$ cat src/rtl/idma_nd_backend_stub.sv
// N-D request responder: expands each request into 1-D bursts and returns one burst response
// per burst after a fixed latency, through a bounded response FIFO.
package idma_nd_backend_stub_pkg;
    localparam int unsigned NumDim    = 3;
    localparam int unsigned RepsWidth = 32;
    localparam int unsigned AddrWidth = 32;

    typedef struct packed {
        logic [AddrWidth-1:0] length;
        logic [AddrWidth-1:0] src_addr;
        logic [AddrWidth-1:0] dst_addr;
    } burst_req_t;

    typedef struct packed {
        logic [RepsWidth-1:0] reps;
        logic [AddrWidth-1:0] src_strides;
        logic [AddrWidth-1:0] dst_strides;
    } d_req_t;

    typedef struct packed {
        d_req_t [NumDim-2:0] d_req;
        burst_req_t          burst_req;
    } nd_req_t;

    typedef struct packed {
        logic [1:0]           cause;
        logic [1:0]           err_type;
        logic [AddrWidth-1:0] burst_addr;
        logic                 error;
        logic                 last;
    } rsp_t;
endpackage

module idma_nd_backend_stub #(
    parameter int unsigned NumDim       = 3,
    parameter int unsigned Latency      = 4,
    parameter int unsigned RspFifoDepth = 4,
    parameter int unsigned RepsWidth    = 32,
    parameter type idma_nd_req_t        = idma_nd_backend_stub_pkg::nd_req_t,
    parameter type idma_rsp_t           = idma_nd_backend_stub_pkg::rsp_t
) (
    input  logic         clk_i,
    input  logic         rst_i,
    input  idma_nd_req_t nd_req_i,
    input  logic         nd_req_valid_i,
    output logic         nd_req_ready_o,
    output idma_rsp_t    burst_rsp_o,
    output logic         burst_rsp_valid_o,
    input  logic         burst_rsp_ready_i,
    output logic         busy_o,
    output logic [31:0]  rsp_count_o
);

    localparam int unsigned CntW = $clog2(RspFifoDepth + 1);
    localparam int unsigned PtrW = (RspFifoDepth > 1) ? $clog2(RspFifoDepth) : 1;
    localparam logic [CntW-1:0] DepthC = CntW'(RspFifoDepth);

    typedef enum logic [0:0] {StIdle, StExpand} state_e;

    state_e               state;
    logic [RepsWidth-1:0] r1, r2, i1, i2;
    logic [RepsWidth-1:0] req_r1, req_r2;
    logic                 len_zero, req_len_zero;
    logic                 issue, last_burst, i1_wrap, credit, push, pop, rsp_valid;
    logic [2:0]           issue_ent, pipe_out;
    logic [CntW-1:0]      fifo_cnt, inflight;
    logic [PtrW-1:0]      wr_ptr, rd_ptr;
    logic                 fifo_last [RspFifoDepth];
    logic                 fifo_err  [RspFifoDepth];
    logic [31:0]          rsp_count;
    logic                 unused_req;

    assign req_r1       = nd_req_i.d_req[0].reps;
    assign req_r2       = (NumDim > 2) ? nd_req_i.d_req[1].reps : RepsWidth'(1);
    assign req_len_zero = (nd_req_i.burst_req.length == '0);
    assign unused_req   = ^nd_req_i;

    assign i1_wrap    = (i1 == r1 - RepsWidth'(1));
    assign last_burst = i1_wrap && (i2 == r2 - RepsWidth'(1));

    // A pop this cycle already frees its slot, so the credit check subtracts it.
    assign pop    = rsp_valid && burst_rsp_ready_i;
    assign credit = (inflight - CntW'(pop)) < DepthC;
    assign issue  = (state == StExpand) && credit;

    assign issue_ent = issue ? {1'b1, last_burst, len_zero} : 3'b000;

    always_ff @(posedge clk_i) begin
        if (rst_i) begin
            state    <= StIdle;
            r1       <= '0;
            r2       <= '0;
            i1       <= '0;
            i2       <= '0;
            len_zero <= 1'b0;
        end else begin
            unique case (state)
                StIdle: begin
                    if (nd_req_valid_i) begin
                        r1       <= (req_r1 == '0) ? RepsWidth'(1) : req_r1;
                        r2       <= (req_r2 == '0) ? RepsWidth'(1) : req_r2;
                        len_zero <= req_len_zero;
                        i1       <= '0;
                        i2       <= '0;
                        state    <= StExpand;
                    end
                end
                StExpand: begin
                    if (issue) begin
                        if (last_burst) begin
                            state <= StIdle;
                        end else if (i1_wrap) begin
                            i1 <= '0;
                            i2 <= i2 + RepsWidth'(1);
                        end else begin
                            i1 <= i1 + RepsWidth'(1);
                        end
                    end
                end
                default: state <= StIdle;
            endcase
        end
    end

    // The FIFO write is the final latency stage, so the pipe holds Latency-1 registers.
    if (Latency > 1) begin : g_pipe
        logic [2:0] pipe_q [Latency-1];

        always_ff @(posedge clk_i) begin
            if (rst_i) begin
                for (int unsigned k = 0; k < Latency - 1; k++) begin
                    pipe_q[k] <= 3'b000;
                end
            end else begin
                pipe_q[0] <= issue_ent;
                for (int unsigned k = 1; k < Latency - 1; k++) begin
                    pipe_q[k] <= pipe_q[k-1];
                end
            end
        end

        assign pipe_out = pipe_q[Latency-2];
    end else begin : g_no_pipe
        assign pipe_out = issue_ent;
    end

    assign push = pipe_out[2];

    function automatic logic [PtrW-1:0] ptr_inc(input logic [PtrW-1:0] p);
        return (p == PtrW'(RspFifoDepth - 1)) ? '0 : p + PtrW'(1);
    endfunction

    always_ff @(posedge clk_i) begin
        if (rst_i) begin
            wr_ptr    <= '0;
            rd_ptr    <= '0;
            fifo_cnt  <= '0;
            inflight  <= '0;
            rsp_count <= '0;
        end else begin
            if (push) begin
                fifo_last[wr_ptr] <= pipe_out[1];
                fifo_err[wr_ptr]  <= pipe_out[0];
                wr_ptr            <= ptr_inc(wr_ptr);
            end
            if (pop) begin
                rd_ptr    <= ptr_inc(rd_ptr);
                rsp_count <= rsp_count + 32'd1;
            end
            fifo_cnt <= fifo_cnt + CntW'(push) - CntW'(pop);
            inflight <= inflight + CntW'(issue) - CntW'(pop);
        end
    end

    assign rsp_valid = (fifo_cnt != '0);

    always_comb begin
        burst_rsp_o = '0;
        if (rsp_valid) begin
            burst_rsp_o.last  = fifo_last[rd_ptr];
            burst_rsp_o.error = fifo_err[rd_ptr];
        end
    end

    assign burst_rsp_valid_o = rsp_valid;
    assign nd_req_ready_o    = (state == StIdle) && !rst_i;
    assign busy_o            = (state == StExpand) || (inflight != '0);
    assign rsp_count_o       = rsp_count;

endmodule

$ cat config.mk
export PLATFORM = sky130hd
export DESIGN_NAME = idma_nd_backend_stub
export DESIGN_NICKNAME = d
export VERILOG_FILES = /design/src/rtl/idma_nd_backend_stub.sv
export SDC_FILE = /design/constraint.sdc
export NUM_CORES = 1
export LEC_CHECK = 0
export CORE_UTILIZATION = 45
export DETAILED_ROUTE_END_ITERATION = 12
export PLACE_DENSITY = 0.79
export SLEW_MARGIN = 20
export SYNTH_ARGS = -nofsm -noshare
export SYNTH_HDL_FRONTEND = slang
export SYNTH_SLANG_ARGS = --single-unit
$ cat constraint.sdc
create_clock -name clk_i -period 4.5 [get_ports clk_i]
set_clock_uncertainty 0.1 [all_clocks]
set_input_delay 1.125 -clock clk_i [delete_from_list [all_inputs] [get_ports clk_i]]
set_output_delay 1.125 -clock clk_i [all_outputs]
set_load 0.02 [all_outputs]
---- Word level (Yosys, flattened, before mapping) ----
Memories as Yosys holds them, arrays and structs flattened. A register that Yosys moved wholly into a read port is not among the register bits.
Cells that the tools add are included.
word-level totals
  bits in registers ....................... 172
  memory bits (writable) .................. 17
  input bits .............................. 292
  output and inout bits ................... 73
  word-level logic and storage cells ...... 85
  memories ................................ 3
cells by class
  add/subtract/negate cells ............... 12
  magnitude comparators ................... 1
  equality and inequality tests ........... 8
  multiplexer cells ....................... 32
  bitwise logic cells ..................... 4
  reduce and logical (&&, ||, !) cells .... 14
memories
  name           words  width  read ports  clocked after Yosys merged registers in  wr ports  line  text
  g_pipe.pipe_q  3      3      3           0                                        3         127   logic [2:0] pipe_q [Latency-1];
  fifo_err       4      1      1           1                                        1         69    logic fifo_err [RspFifoDepth];
  fifo_last      4      1      1           1                                        1         68    logic fifo_last [RspFifoDepth];
operators by type and width
  operator                                               count
  two-way mux 32 bit                                     9
  case mux 32 bit (2 select lines)                       2
  adder 32 x 1 -> 32 bit, second input constant          3
  logical NOT 32 bit                                     3
  equality test 32 bit                                   2
  subtractor 32 x 1 -> 32 bit, second input constant     2
  two-way mux 2 bit                                      7
  two-way mux 3 bit                                      4
  two-way mux 1 bit                                      9
  subtractor 3 x 1 -> 3 bit                              3
  adder 3 x 1 -> 3 bit                                   2
  nonzero test 3 bit                                     2
  adder 2 x 1 -> 2 bit, second input constant            2
  equality test 2 bit, second input constant             2
  logical AND 1 bit                                      4
  inequality test 2 x 1 -> 1 bit, second input constant  2
  inequality test 2 bit, second input constant           2
  AND reduction 4 bit                                    1
  less-than comparator 3 bit, second input constant      1
  OR 1 bit                                               3
  AND reduction 3 bit                                    1
  case mux 1 bit (2 select lines)                        1
  AND reduction 2 bit                                    1
  logical NOT 1 bit                                      1
  2 further kinds                                        2

---- Depth between registers and ports, before layout ----
Gate-level depths: netlist of run 1.
  depth in word-level cells ............... 7
  depth in mapped cells ................... 15
  depth with buffers taken out ............ 14

---- Least setup slack after synthesis of run 1 ----
No wires, ideal clock.
  path kind ............................... register to register
  start point ............................. reg r1[2]
  end point ............................... reg i2[20]
  library setup time ...................... 72 ps
  arrival ................................. 3,672 ps
  required time ........................... 4,328 ps
  path slack .............................. 656 ps
  stages on the path, launching flop included .. 14
  buffers on the path ..................... 3
  clock period less this slack ............ 3,844 ps
  cells stage by stage .................... dfxtp_1 -> buf_6 -> nor4_4 -> nand4_2 -> or4_1 -> a2111oi_2 -> nand3b_1 -> or4_4 -> a2111oi_4 -> buf_6 -> o211ai_4 -> buf_2 -> nor3_2 -> mux2i_1
between the ends
  longest elaborated chain between the ends .. 5
  elaborated cells on any way between the ends .. 6
  classes of those cells .................. add/sub: 1; eq/ne: 3; reduce/logical: 2
RTL lines
  item                                    line  text
  from (decl)                             61    logic [RepsWidth-1:0] r1, r2, i1, i2;
  from (signal assigned)                  100   r1 <= (req_r1 == '0) ? RepsWidth'(1) : req_r1;
  subtractor 32 x 1 -> 32 bit *           78    assign i1_wrap = (i1 == r1 - RepsWidth'(1));
  equality test 32 bit *                  78
  logical AND 1 bit                       79    assign last_burst = i1_wrap && (i2 == r2 - RepsWidth'(1));
  inequality test 2 bit (no source line)  --
  AND reduction 4 bit (no source line) *  --
  to (signal assigned)                    114   i2 <= i2 + RepsWidth'(1);
  to (decl)                               61
Every way passes the cells marked *; elsewhere a longest branch is shown, timed or not.
A chain may end at the register's enable or synchronous reset.

---- Final worst setup path of run 1 ----
  start point ............................. reg r1[4]
  end point ............................... reg i2[31]
Same word-level chain as after synthesis.

==> metrics.md, run 1 <==
| Metric | Value |
|---|---|
| Setup TNS | `0 ps` |
| Total number of vias | `10500` |
| P per Cell Area | `325 mW/mm²` |
| Register area share after synthesis | `0.351` |
| Avg Inst Size Synth | `7.90 µm²` |
| Hold Buf Count CTS | `0` |
| Core ar. | `0.0243 mm²` |
| Type of element launching the critical path | `flip-flop` |
| Die ar. | `0.0254 mm²` |
| Yosys warns | `0` |
| Hold path depth | `1` |
| Total gr overflow | `0` |
| Share of layout cells above drive strength 1 | `0.0580` |
| First-pass GRT wire length | `46.5 mm` |
| Most used DFF post-synth | `dfxtp_1` |
| Worst min-delay path category | `reg -> reg` |
| Die Span Y | `159 µm` |
| Largest net degree at the start of global routing | `77` |
| Fmax | `234 MHz` |
| Crit Path Max Fanout | `21` |
| Gp weighted congestion | `0.948` |
| Initial antenna violation count | `0` |
| CP required | `4730 ps` |
| DRC | `0` |
| Pleak | `0.00480 µW` |
| Post-cts sizing count | `0` |
| Setup Viol. Count Final | `0` |
| Cells after synthesis | `1409` |
| Vias in the first global route | `9550` |
| Max stage delay on crit path | `590 ps` |
| Pre-antenna DRT Iters | `5` |
| Crit-path cells | `nor4_4 > nand4_2 > or4_1 > a2111oi_2 > nand3b_1 > or4_4 > a2111oi_4 > buf_12 > o21ai_2 > nor3_1 > mux2_1` |
| Number of max-slew violations in the final report | `0` |
| #FFs+latches synth | `191` |
| R2R setup slack | `230 ps` |
| Peak VDD IR | `0.000200 V` |
| Root buf cell | `clkbuf_16` |
| Final min period | `4270 ps` |
| Antenna diodes | `0` |
| Routed Antenna Nets | `0` |
| # clock sinks | `191` |
| Initial cell density of the core | `0.458` |
| Final net count | `1830` |
| Post-synth top area share | `0.329` |
| CP Class | `reg -> reg` |
| FF-to-FF Start | `r1[4]` |
| DP HPWL | `21.0 mm` |
| CP endpoint kind | `flip-flop` |
| Layout area overhead | `19.7%` |
| Post-synth EDFFs | `8` |
| Hold Vio Cnt, Final | `0` |
| Row count | `57` |
| Clk_lat worst skew | `440 ps` |
| Drt total wl | `27.8 mm` |
| Worst-Margin Slew | `774 ps` |
| Slew HR | `0.484` |
| Hold EP | `g_pipe.pipe_q[0][5]` |
| Number of clock buffers inserted by TritonCTS | `17` |
| RSZ-0062 raised after global routing | `no` |
| Post-synth ARST share | `0` |
| Boundary pin count | `365` |
| Die Wd | `159 µm` |
| Clock tree buffer depth | `2` |
| Max cap viols | `0` |
| Crit path DAT | `4500 ps` |
| Drt wl/cell | `15.0 µm` |
| Synth area leader | `dfxtp_1` |
| Area contributors post-synth | `dfxtp_1, nand2_1, xor2_1` |
| Vias/cell | `5.64` |
| Capturing point of the worst reg2reg path | `i2[31]` |
| PortBufs | `136` |
| Status | `complete, no violations` |
| Initial drt markers | `662` |
| Clock Pin Slew Worst Setup and Hold Paths | `80 ps` |
| FF-to-FF path depth | `11` |
| CTS tree | `built` |
| Dpl ws | `224 ps` |
| H-tree levels | `4` |
| Fin crit share | `0.949` |
| Fillers | `2229` |
| Mapped Area | `0.0111 mm²` |
| Final worst slack | `228 ps` |
| Hold Crit Start | `g_pipe.pipe_q[0][2]` |
| Post-CTS setup buffer count | `0` |
| Tot GR Track Use | `0.221` |
| CP max-delay cell | `or4_1` |
| Yosys cell types | `87` |
## worst max-delay path: cells and delay by family, from the launching register on
family	cells	cell delay [ps]
buffers and inverters	1	210
AND/OR/NAND/NOR	6	2160
multiplexers	1	340
flip-flops	1	380
AO/OA/AOI/OAI	3	950
## stage by stage
stage	total power [µW]	util	hold slack, ps	instance area, µm²	cells
2_1_floorplan	2540	-	314	11300	1444
3_3_place_gp	2820	0.523	316	12700	1826
3_5_place_dp	2840	0.523	322	12700	1826
4_1_cts	4340	0.548	334	13300	1858
5_1_grt	4540	0.548	349	13300	1858
6_report	4330	0.548	328	13300	1858
## kinds of logic (layout without fill, tap and decap cells)
| kind of cell | after synthesis | after routing | synth area share |
|---|---|---|---|
| AO/OA/AOI/OAI | 247 | 247 | 0.139 |
| XOR/XNOR | 125 | 125 | 0.0983 |
| adder cells (fa/ha/maj) | 17 | 17 | 0.0205 |
| buffers and inverters | 145 | 235 | 0.0632 |
| flip-flops | 191 | 191 | 0.351 |
| multiplexers | 18 | 18 | 0.0188 |
| other | 1 | 36 | 0.000337 |
| AND/OR/NAND/NOR | 665 | 665 | 0.310 |
## how the worst max path moves through the flow
stage / slack (ps) / end / cells past startpoint / start
after floorplan: 660 / i2[20] / 13 / r1[2]
after global placement: 290 / i1[7] / 12 / burst_rsp_ready_i
after detailed placement: 220 / i1[31] / 12 / burst_rsp_ready_i
after CTS: 210 / i1[9] / 10 / r2[4]
after global routing: 10 / i1[9] / 10 / r2[4]
final: 230 / i2[31] / 11 / r1[4]
## sequential cells by signal, summed over array words and instances (netlist names), 3 cells and up, named ones only
signal         flops
fifo_cnt           3
fifo_err           4
fifo_last          4
g_pipe.pipe_q      9
i1                32
i2                32
inflight           3
r1                32
r2                32
rsp_count_o       32
## layer usage
| metal | up-vias | routed length (µm) | track usage |
|---|---|---|---|
| met5 | - | 0 | 0 |
| met4 | 0 | 549 | 0.0795 |
| met3 | 49 | 1630 | 0.0365 |
| met2 | 359 | 13000 | 0.363 |
| met1 | 4904 | 12700 | 0.292 |
| li1 | 5174 | - | - |
## power by group
group          internal [µW]  switching [µW]  leakage, µW
Clock                    748             765     0.000284
Combinational            427             527      0.00294
Sequential              1780            90.3      0.00158
Total                   2950            1380      0.00480
## layout make-up
| type | count | area, µm² | share of cell area |
|---|---|---|---|
| Clock buffer | 17 | 425 | 0.0319 |
| Multi-Input combinational cell | 1108 | 6680 | 0.501 |
| Sequential cell | 191 | 3900 | 0.293 |
| Clock inverter | 15 | 171 | 0.0129 |
| Inverter | 41 | 154 | 0.0115 |
| Tap cell | 324 | 405 | 0.0304 |
| Timing Repair Buffer | 162 | 1590 | 0.119 |
## synth_stat cells (all sizes together), types with 4 or more instances
cell / number
a2111oi: 6
and2: 13
edfxtp: 8
nand3b: 7
xor2: 68
nand2: 212
or4: 24
xnor2: 57
a31o: 4
nor2: 102
o31ai: 8
a211oi: 7
o211ai: 14
inv: 40
nor4: 52
o21ai: 48
nand2b: 11
buf: 48
nand4: 39
mux2i: 13
a21oi: 113
or3: 58
nor3: 41
and4: 6
ha: 15
nand3: 36
nor2b: 17
o22ai: 5
nor4b: 6
clkbuf: 56
and3: 25
a21boi: 5
dfxtp: 183
## placed cells by master, fill, tap and decap left out, drive strengths merged, types with 7 or more instances in the layout
cell type      count
clkinv             9
nor3              41
a21oi            113
nand2b            11
nand2            212
clkbuf            17
nand4             39
nand3             36
and2              13
dfxtp            183
nor4              52
o31ai              8
o211ai            14
o21ai             48
nand3b             7
and3              25
xor2              68
mux2i             13
nor2             102
clkdlybuf4s50    135
inv               45
nor2b             17
edfxtp             8
or3               58
or4               24
xnor2             57
conb              36
a211oi             7
ha                15
buf               27
(Power assumes the default switching activity.)
==> run 2: changes to the inputs <==
--- a/config.mk
+++ b/config.mk
@@ -5,9 +5,9 @@
 export SDC_FILE = /design/constraint.sdc
 export NUM_CORES = 1
 export LEC_CHECK = 0
-export CORE_UTILIZATION = 45
+export CORE_UTILIZATION = 47
 export DETAILED_ROUTE_END_ITERATION = 12
-export PLACE_DENSITY = 0.79
+export PLACE_DENSITY = 0.82
 export SLEW_MARGIN = 20
 export SYNTH_ARGS = -nofsm -noshare
 export SYNTH_HDL_FRONTEND = slang
==> run 2 against run 1 <==
  * Sequential power about the same
  * Sequential share of layout area increased by 0.14 points
  * Register-to-register slack got worse by 90 ps
  * Maximum frequency decreased by 2.0%
  * Total power increased by 1.1%
  * Clock-buffer cell count increased by 5
  * First-iteration DRC count increased by 61%
  * Utilization increased by 3.1 points
  * Worst hold slack improved by 3.2 ps
  * Critical path type unchanged
==> metrics.md, run 2 (synthesized netlist as in run 1, its figures left out) <==
| Metric | Value |
|---|---|
| Total gr overflow | `0 (unchanged)` |
| Top routing layer used | `met4` |
| Antenna diodes | `0 (unchanged)` |
| Final net count | `1822 (-0.44%)` |
| Root buf cell | `clkbuf_16` |
| Crit-path most repeated cell | `or4b_1` |
| Final min period | `4360 ps (+89.3 ps)` |
| Initial cell density of the core | `0.486 (+0.0280)` |
| Core ar. | `0.0229 mm² (-5.8%)` |
| WL met2 | `13.2 mm (+2.2%)` |
| CP endpoint kind | `flip-flop` |
| Peak VDD IR | `0.000214 V (+6.7%)` |
| CP delay by family, top | `simple AND/OR/NAND/NOR gates` |
| Clk_lat worst skew | `440 ps (about the same)` |
| Clock Pin Slew Worst Setup and Hold Paths | `80 ps (about the same)` |
| CTS tree | `built` |
| Fmax | `229 MHz (-2.0%)` |
| Crit path DAT | `4620 ps (+120 ps)` |
| Hold Vio Cnt, Final | `0 (unchanged)` |
| R2R setup slack | `140 ps (-90 ps)` |
| P per Cell Area | `330 mW/mm² (+1.6%)` |
| Worst-Margin Slew | `972 ps (+198 ps)` |
| Row count | `55 (-3.5%)` |
| Initial drt markers | `1068 (+61%)` |
| Slew HR | `0.350 (-0.134)` |
| Tot GR Track Use | `0.237 (+0.0158)` |
| Seq pwr share | `0.427 (-0.004)` |
| Gate power share | `0.216 (-0.004)` |
| Setup TNS | `0 ps (unchanged)` |
| RSZ-0062 raised after global routing | `no` |
| Max stage delay on crit path | `600 ps (about the same)` |
| Share of layout cells above drive strength 1 | `0.0518 (-0.00625)` |
| Number of max-slew violations in the final report | `0 (unchanged)` |
| Worst min-delay path category | `reg -> reg` |
| Buf+Inv Stages, Crit Path | `1 (unchanged)` |
| Gp weighted congestion | `0.944 (-0.36%)` |
| Routed wire length on met3 | `2.16 mm (+32%)` |
| Fin crit share | `0.969 (+0.0198)` |
| Status | `complete, no violations` |
| Boundary pin count | `365 (unchanged)` |
| Vias/cell | `5.77 (+2.3%)` |
| Sw frac | `0.299 (-0.0204)` |
| Total number of vias | `10600 (+1.2%)` |
| Die Wd | `156 µm (-2.1%)` |
| Final hold slack | `331 ps (+3.16 ps)` |
| Clk network pwr share | `0.358 (+0.009)` |
| Most common cell after layout, fill and taps aside | `nand2_1` |
| PortBufs | `136 (unchanged)` |
| Int Power | `3070 µW (+4.2%)` |
| Largest net degree at the start of global routing | `74 (-3.9%)` |
| Met1 WL | `12.8 mm (+0.64%)` |
| Routed Antenna Nets | `0 (unchanged)` |
| CP required | `4750 ps (+20 ps)` |
| H-tree levels | `4 (unchanged)` |
| Vias in the first global route | `9599 (+0.51%)` |
| Clock tree buffer depth | `2 (unchanged)` |
| DP HPWL | `21.4 mm (+1.5%)` |
| # clock sinks | `191 (unchanged)` |
| Die ar. | `0.0243 mm² (-4.2%)` |
| Layout area overhead | `19.1%` |
| CP max-delay cell | `or4b_1` |
| Pre-antenna DRT Iters | `6 (+1)` |
| Commonest cells after routing, fill and taps aside | `nand2_1, dfxtp_1, clkdlybuf4s50_1, a21oi_1, nor2_1` |
| Max cap viols | `0 (unchanged)` |
| CP Class | `reg -> reg` |
| Drt wl/cell | `15.6 µm (+4.2%)` |
| Setup Viol. Count Final | `0 (unchanged)` |
| Crit-path cells | `nor4_1 > nand4_4 > or4b_1 > a221oi_2 > nand4_1 > or4b_1 > a2111oi_4 > buf_12 > o211ai_4 > or3_1 > a21oi_1` |
| Pleak | `0.00476 µW (-0.84%)` |
| Number of clock buffers inserted by TritonCTS | `17 (unchanged)` |
| Drt total wl | `28.7 mm (+3.1%)` |
| First-pass GRT wire length | `46.6 mm (+0.25%)` |
| NetSw | `1310 µW (-5.3%)` |
| Die Span Y | `156 µm (-2.1%)` |
| Hold Buf Count CTS | `0 (unchanged)` |
| DRC | `0 (unchanged)` |
| Crit Path Max Fanout | `21 (unchanged)` |
| Initial antenna violation count | `0 (unchanged)` |
| Type of element launching the critical path | `flip-flop` |
==> run 2: power by group through the flow <==
| stage | combinational, µW | sequential, µW | clock, µW |
|---|---|---|---|
| floorplan | 660 | 1880 | 0 |
| global placement | 905 | 1900 | 0 |
| detailed placement | 929 | 1910 | 0 |
| CTS | 935 | 1870 | 1580 |
| global route | 1040 | 1880 | 1670 |
| finish | 944 | 1870 | 1570 |
==> run 2: final timing paths <==
check	start	depth (start not counted)	endpoint
worst min-delay path	g_pipe.pipe_q[0][5]	1	g_pipe.pipe_q[0][8]
worst max-delay path	r1[12]	11	i2[18]
worst min register to register	g_pipe.pipe_q[0][5]	1	g_pipe.pipe_q[0][8]
worst max register to register	r1[12]	11	i2[18]
==> run 2: worst register-to-register path: stages (launching register included) <==
cell	delay, ps
dfxtp_1	380
nor4_1	590
nand4_4	210
or4b_1	600
a221oi_2	230
nand4_1	160
or4b_1	600
a2111oi_4	390
buf_12	220
o211ai_4	200
or3_1	410
a21oi_1	180
==> run 2: metal layers <==
| layer | up-vias | track usage |
|---|---|---|
| li1 | 5158 | - |
| met1 | 4924 | 0.317 |
| met2 | 479 | 0.389 |
| met3 | 53 | 0.0414 |
| met4 | 0 | 0.0677 |
| met5 | - | 0 |
==> run 2: final cells by class <==
class                      count  area [µm²]
fill                        2026        9650
multi-input combinational   1108        6690
sequential                   191        3900
timing repair buffer         154        1520
clock buffer                  22         474
tap                          313         392
inverter                      41         154
clock inverter                10         128
==> run 2: repair_timing <==
action,CTS,global route
gates resized for setup,0,4
setup buffers,0,0
setup endpoints to repair,0,20
==> run 2: through the flow <==
stage / total power (µW) / area, µm² / std cells / utilization / setup WS [ps]
detailed placement: 2840 / 12600 / 1807 / 0.551 / 128
CTS: 4390 / 13200 / 1839 / 0.578 / 50.4
floorplan: 2540 / 11300 / 1444 / - / 656
finish: 4380 / 13300 / 1839 / 0.579 / 138
global route: 4590 / 13300 / 1839 / 0.579 / 38.0
global placement: 2810 / 12600 / 1807 / 0.551 / 153
